<file path="src/rtl/fb_arb_pkg.sv">
// Shared types and default display geometry for the framebuffer port arbiter.
package fb_arb_pkg;

    typedef enum logic [1:0] {
        IDLE  = 2'd0,
        FETCH = 2'd1,
        DRAIN = 2'd2
    } fb_arb_state_t;

    localparam int FB_WORDS_PER_LINE = 80;
    localparam int FB_FETCH_SX       = 640;
    localparam int FB_V_ACTIVE       = 480;
    localparam int FB_SCREEN         = 524;

endpackage

</file>
<file path="src/rtl/fb_fetch_seq.sv">
// Scanline prefetch sequencer: word counter, running read address and the
// one-cycle read-valid pipeline that drives the line-buffer write.
module fb_fetch_seq
    import fb_arb_pkg::*;
#(
    parameter int WORDS_PER_LINE = FB_WORDS_PER_LINE,
    parameter int ADDR_W         = 16,
    parameter int LB_W           = $clog2(FB_WORDS_PER_LINE)
) (
    input  logic              clk_pix,
    input  logic              rst,
    input  logic              start_i,
    input  logic              fetch_i,
    input  logic [9:0]        next_line_i,
    output logic              last_o,
    output logic [ADDR_W-1:0] rd_addr_nxt_o,
    output logic              lb_we_o,
    output logic [LB_W-1:0]   lb_addr_o
);

    localparam logic [LB_W-1:0] LAST_WORD = LB_W'(WORDS_PER_LINE - 1);

    logic [LB_W-1:0]   word_q, word_d;
    logic [ADDR_W-1:0] addr_q, addr_d;
    logic [ADDR_W-1:0] base_s;
    logic              lb_we_q;
    logic [LB_W-1:0]   lb_addr_q;

    // Constant-coefficient product, evaluated only once per line at the trigger.
    assign base_s        = ADDR_W'(32'(next_line_i) * 32'(WORDS_PER_LINE));
    assign last_o        = (word_q == LAST_WORD);
    assign rd_addr_nxt_o = start_i ? base_s : (addr_q + ADDR_W'(1));
    assign lb_we_o       = lb_we_q;
    assign lb_addr_o     = lb_addr_q;

    // Next word index and running address.
    always_comb begin
        word_d = word_q;
        addr_d = addr_q;
        if (start_i) begin
            word_d = {LB_W{1'b0}};
            addr_d = base_s;
        end else if (fetch_i && !last_o) begin
            word_d = word_q + LB_W'(1);
            addr_d = addr_q + ADDR_W'(1);
        end else begin
            word_d = word_q;
            addr_d = addr_q;
        end
    end

    // Counter registers and read-valid pipeline (data returns one cycle after the address).
    always_ff @(posedge clk_pix) begin
        if (rst) begin
            word_q    <= {LB_W{1'b0}};
            addr_q    <= {ADDR_W{1'b0}};
            lb_we_q   <= 1'b0;
            lb_addr_q <= {LB_W{1'b0}};
        end else begin
            word_q    <= word_d;
            addr_q    <= addr_d;
            lb_we_q   <= fetch_i;
            lb_addr_q <= fetch_i ? word_q : {LB_W{1'b0}};
        end
    end

endmodule

</file>
<file path="src/rtl/fb_port_arbiter.sv">
// Single-port framebuffer arbiter: hblank scanline prefetch has priority over draw writes.
// Optional macro FB_ARB_STALL_STATS_EN adds a saturating write-stall counter output.
module fb_port_arbiter
    import fb_arb_pkg::*;
#(
    parameter int WORDS_PER_LINE = FB_WORDS_PER_LINE,
    parameter int ADDR_W         = 16,
    parameter int DATA_W         = 32,
    parameter int FETCH_SX       = FB_FETCH_SX,
    parameter int V_ACTIVE       = FB_V_ACTIVE,
    parameter int SCREEN         = FB_SCREEN
) (
    input  logic                              clk_pix,
    input  logic                              rst,
    input  logic [9:0]                        sx,
    input  logic [9:0]                        sy,
    input  logic                              wr_valid,
    output logic                              wr_ready,
    input  logic [ADDR_W-1:0]                 wr_addr,
    input  logic [DATA_W-1:0]                 wr_data,
    output logic [ADDR_W-1:0]                 mem_addr,
    output logic                              mem_we,
    output logic [DATA_W-1:0]                 mem_wdata,
    input  logic [DATA_W-1:0]                 mem_rdata,
    output logic                              lb_we,
    output logic [$clog2(WORDS_PER_LINE)-1:0] lb_addr,
    output logic [DATA_W-1:0]                 lb_wdata,
`ifdef FB_ARB_STALL_STATS_EN
    output logic [31:0]                       stall_count,
`endif
    output logic                              fetch_busy
);

    localparam int LB_W = $clog2(WORDS_PER_LINE);

    if (FETCH_SX + WORDS_PER_LINE + 2 > 800) begin : g_geom_check
        $error("fb_port_arbiter: line fetch does not fit inside horizontal blanking");
    end

    fb_arb_state_t     state_q, state_d;
    logic              fetch_trig_s;
    logic [9:0]        next_line_s;
    logic              start_s;
    logic              fetching_s;
    logic              wr_acc_s;
    logic              seq_last_s;
    logic [ADDR_W-1:0] seq_rd_addr_s;
    logic [ADDR_W-1:0] mem_addr_q, mem_addr_d;
    logic              mem_we_q, mem_we_d;
    logic [DATA_W-1:0] mem_wdata_q, mem_wdata_d;

    assign fetch_trig_s = (sx == 10'(FETCH_SX)) &&
                          ((sy < 10'(V_ACTIVE - 1)) || (sy == 10'(SCREEN)));
    assign next_line_s  = (sy == 10'(SCREEN)) ? 10'd0 : (sy + 10'd1);
    assign start_s      = (state_q == IDLE) && fetch_trig_s;
    assign fetching_s   = (state_q == FETCH);
    assign wr_ready     = (state_q == IDLE) && !fetch_trig_s && !rst;
    assign wr_acc_s     = wr_valid && wr_ready;

    fb_fetch_seq #(
        .WORDS_PER_LINE (WORDS_PER_LINE),
        .ADDR_W         (ADDR_W),
        .LB_W           (LB_W)
    ) u_seq (
        .clk_pix        (clk_pix),
        .rst            (rst),
        .start_i        (start_s),
        .fetch_i        (fetching_s),
        .next_line_i    (next_line_s),
        .last_o         (seq_last_s),
        .rd_addr_nxt_o  (seq_rd_addr_s),
        .lb_we_o        (lb_we),
        .lb_addr_o      (lb_addr)
    );

    // Fetch FSM next state.
    always_comb begin
        state_d = state_q;
        case (state_q)
            IDLE:    state_d = fetch_trig_s ? FETCH : IDLE;
            FETCH:   state_d = seq_last_s ? DRAIN : FETCH;
            DRAIN:   state_d = IDLE;
            default: state_d = IDLE;
        endcase
    end

    // RAM port mux: read addresses for the fetch, otherwise an accepted draw write.
    always_comb begin
        mem_addr_d  = mem_addr_q;
        mem_wdata_d = mem_wdata_q;
        mem_we_d    = 1'b0;
        if (start_s || (fetching_s && !seq_last_s)) begin
            mem_addr_d = seq_rd_addr_s;
        end else if (wr_acc_s) begin
            mem_we_d    = 1'b1;
            mem_addr_d  = wr_addr;
            mem_wdata_d = wr_data;
        end else begin
            mem_we_d = 1'b0;
        end
    end

    // State and registered RAM port.
    always_ff @(posedge clk_pix) begin
        if (rst) begin
            state_q     <= IDLE;
            mem_addr_q  <= {ADDR_W{1'b0}};
            mem_we_q    <= 1'b0;
            mem_wdata_q <= {DATA_W{1'b0}};
        end else begin
            state_q     <= state_d;
            mem_addr_q  <= mem_addr_d;
            mem_we_q    <= mem_we_d;
            mem_wdata_q <= mem_wdata_d;
        end
    end

    assign mem_addr   = mem_addr_q;
    assign mem_we     = mem_we_q;
    assign mem_wdata  = mem_wdata_q;
    assign fetch_busy = (state_q != IDLE);
    assign lb_wdata   = lb_we ? mem_rdata : {DATA_W{1'b0}};

`ifdef FB_ARB_STALL_STATS_EN
    logic [31:0] stall_q;

    // Saturating count of cycles a draw write waited on the port.
    always_ff @(posedge clk_pix) begin
        if (rst) begin
            stall_q <= 32'd0;
        end else if (wr_valid && !wr_ready && (stall_q != 32'hFFFF_FFFF)) begin
            stall_q <= stall_q + 32'd1;
        end else begin
            stall_q <= stall_q;
        end
    end

    assign stall_count = stall_q;
`endif

endmodule

</file>
<file path="config.mk">
export PLATFORM = sky130hd
export DESIGN_NAME = fb_port_arbiter
export DESIGN_NICKNAME = d
export VERILOG_FILES = /design/src/rtl/fb_arb_pkg.sv /design/src/rtl/fb_fetch_seq.sv /design/src/rtl/fb_port_arbiter.sv
export SDC_FILE = /design/constraint.sdc
export NUM_CORES = 1
export LEC_CHECK = 0
export CORE_UTILIZATION = 28
export DETAILED_ROUTE_END_ITERATION = 6
export MAX_ROUTING_LAYER = met4
export PLACE_DENSITY = 0.61
export SYNTH_ARGS = -nofsm -noshare
export SYNTH_HDL_FRONTEND = slang
export SYNTH_SLANG_ARGS = --single-unit
</file>
<file path="constraint.sdc">
create_clock -name clk_pix -period 3.95 [get_ports clk_pix]
set_input_delay 0.79 -clock clk_pix [delete_from_list [all_inputs] [get_ports clk_pix]]
set_output_delay 0.79 -clock clk_pix [all_outputs]
set_load 0.01 [all_outputs]
</file>
==> impl_metrics.json <==
{
  "static-leakage-power_nw": 2.78,
  "cts.path.max_buffers": 2,
  "design.core.area_um2": 15300,
  "synth_top_area_cell": "dfxtp_1",
  "synth_enable_flop_cells": 0,
  "rsz0062_at_grt": "no",
  "synth_top_area_share_pct": 37.4,
  "syn_area_per_cell_um2": 8.16,
  "num_vias": 4585,
  "via_per_inst": 4.69,
  "cellPowerDensity_nw_per_um2": 304,
  "fillers": 1472,
  "clockPowerShare_pct": 40.6,
  "htreeDepth": 3,
  "place.gp.congestion": 0.853,
  "maxSlewViolCount": 0,
  "post_drt_wl_per_cell_um": 13.6,
  "hp-class": "register to register",
  "cts.clk_slew.worst_paths_ns": 0.06,
  "grt_overflow": 0,
  "critical_path_class": "input port to output pin",
  "utilization_pct": 47.3,
  "clock_latency_ns": 0.33,
  "cp_data_arrival_time_ns": 3.07,
  "yosysSeqAreaShare_pct": 37.4,
  "grt_pass1_wl_um": 21600,
  "synth_area_leaders": "dfxtp_1 37%, nand2_1 7.9%, a21oi_1 6.3%, and2_1 5.7%, ha_1 5.1%",
  "die_w_um": 127,
  "top_layer": "met4",
  "wl_met1_um": 5870,
  "grt_pass1_vias": 4565,
  "worst-path-max-fanout": 3,
  "syn_nets": 660,
  "die_h_um": 127,
  "finalSetupViolCount": 0,
  "grtUsageTotal_pct": 17.1,
  "diodes": 0,
  "ant_nets": 0,
  "sequentialPowerShare_pct": 39.4,
  "synthCells": 538,
  "start_util_pct": 28.8,
  "hp-start": "mem_wdata[2]",
  "dp_cells": 961,
  "end_kind": "output pin",
  "synth_cell_types": 49,
  "port_buffers": 193,
  "dr_wl_met3_um": 942,
  "drc": 0,
  "io_pins": 194,
  "grt_max_degree": 60,
  "power.internal_w": 0.00166,
  "hold_buffers": 0,
  "fin_crit_ns": 3.86,
  "fin_nets": 884,
  "vdd_drop_max_v": 0.000208,
  "root_buffer": "clkbuf_16",
  "die_area_um2": 16200,
  "relSlewSlack_pct": 30.6,
  "syn-cell-area_um2": 4390,
  "hold_viol": 0,
  "swShare_pct": 24.2,
  "clock-sinks": 82,
  "drt-total-wl_um": 13300,
  "dr.pass1.iters": 4,
  "switchingPower_w": 0.000530,
  "hpwlAfterDp_um": 10200,
  "tightestPinTransition_ns": 1.04,
  "wl_met2_um": 6340,
  "crit_start": "sy[4]",
  "period_share_pct": 97.7,
  "maxCapViolations": 0,
  "finClkSkew_ns": 0.00582,
  "status": "finished clean",
  "worstPathRequired_ns": 3.16,
  "async_flop_share_pct": 0,
  "cts_tree": "built",
  "yosys_warnings": 0,
  "cts_buffers": 9,
  "synth-seq-cells": 82,
  "syn2layout_area_growth_pct": 64.4,
  "worstReg2RegStart": "u_seq.word_q[0]",
  "fp-row-count": 45,
  "drive_gt1_share_pct": 12.0,
  "combPwrFrac_pct": 19.9,
  "drtIter0Drc": 120,
  "synth-main-ff-cell": "dfxtp_1",
  "fmaxAchievable_ghz": 0.259,
  "worst_setup_path_start_kind": "input port",
  "instances_no_fill": 978,
  "antenna_found_initial": 0
}
-- Yosys cell counts (2+ instances only) --
cell and number:
nand3_1 8, a211oi_1 8, o211ai_1 2, nor3b_1 2, o21ai_1 6, nand2_1 92, xnor2_1 19, nand4_1 9
nand2b_1 4, a21oi_2 2, a32oi_1 3, buf_2 9, xor2_1 19, clkbuf_1 14, and2_1 40, a221oi_1 4
or2_2 2, a31oi_1 3, buf_6 3, and3_1 3, nor3_1 3, dfxtp_1 82, and4_1 5, nor2_1 44
nand4b_1 2, o21ai_0 13, inv_1 18, a2111oi_2 3, ha_1 18, or3_1 5, nor4_1 5, a22oi_1 6
a21oi_1 55, mux2i_1 3, a21o_1 4, buf_4 2, a221oi_2 6
-- cell type report --
cell class / count / area [µm²] / area share (%)
clock buffers: 10 / 229 / 3.17
flip-flops and latches: 82 / 1640 / 22.8
inverters: 19 / 73.8 / 1.02
clock inverters: 6 / 90.1 / 1.25
well taps: 211 / 264 / 3.66
repair buffers: 241 / 2320 / 32.1
multi-input cells: 409 / 2600 / 36.0
-- path summary, 6_finish.rpt --
check | end | slack, ns | cells after the start
hold reg to reg | mem_wdata[2] | 0.45 | 2
setup / recovery | wr_ready | 0.09 | 8
setup reg to reg | mem_addr[15] | 1.06 | 7
hold / removal | mem_wdata[2] | 0.45 | 2
-- critical path: stages --
cell             delay [ns]
clkdlybuf4s50_1        0.43
or3_4                  0.36
buf_4                  0.15
or4_4                  0.47
buf_4                  0.17
a21oi_2                0.13
nor3_1                 0.06
clkdlybuf4s50_1        0.51
-- placed cells by master (no fill, tap or decap), types with 8 or more instances in the layout --
master / netlist / layout
clkdlybuf4s50_1: 0 / 185
clkbuf_16: 0 / 9
a21oi_1: 55 / 54
inv_1: 18 / 18
nand4_1: 9 / 9
and2_1: 40 / 40
nand3_1: 8 / 8
a211oi_1: 8 / 8
dfxtp_1: 82 / 82
buf_4: 2 / 47
nor2_1: 44 / 44
o21ai_0: 13 / 12
nand2_1: 92 / 92
xnor2_1: 19 / 19
xor2_1: 19 / 19
ha_1: 18 / 16
-- state kept, by name, summed over array words and instances, names as in the netlist --
register and cells:
u_seq.addr_q 16, mem_addr 16, u_seq.word_q 7, mem_wdata 32
state_q 2, mem_we 1, u_seq.lb_we_o 1, u_seq.lb_addr_o 7
-- per-layer routing --
metal / vias to the layer above / GRT usage, %
met2: 159 / 28.8
met4: 0 / 4.13
met3: 10 / 4.40
li1: 2303 / -
met5: - / -
met1: 2113 / 20.4
-- metrics by stage --
step	hold WS, ns	instance area, µm²	setup TNS, ns	setup WS (ns)	power, W
finish	0.453	7210	0	0.0925	0.00219
global placement	0.442	6810	-1.04	-0.332	0.00130
detailed placement	0.447	6810	-1.79	-0.465	0.00131
global route	0.472	7210	0	0.0112	0.00230
floorplan	0.445	4400	0	0.145	0.00106
CTS	0.455	7140	0	0.0109	0.00222
-- what timing repair did --
item | in CTS | in global routing
pin swaps | 0 | 10
resized for setup | 5 | 15
buffers inserted | 0 | 1
endpoints found under the setup margin | 2 | 5
-- power by group through the flow --
stage | Sequential [W] | Combinational [W] | Clock [W]
after floorplan | 0.000895 | 0.000167 | 0
final | 0.000865 | 0.000438 | 0.000891
after global routing | 0.000868 | 0.000480 | 0.000954
after CTS | 0.000866 | 0.000432 | 0.000921
after global placement | 0.000883 | 0.000419 | 0
after detailed placement | 0.000884 | 0.000425 | 0
-- cell families (layout without fill, tap and decap cells) --
logic type	Yosys count	count (layout)	synth area share, %
simple gates	230	230	25.6
compound gates	119	119	18.2
flops	82	82	37.4
buf+inv	47	276	5.02
xor+xnor	38	38	7.58
fa+ha+maj	19	19	5.59
mux	3	3	0.684
Note: power is estimated with default switching activity, not from simulation.
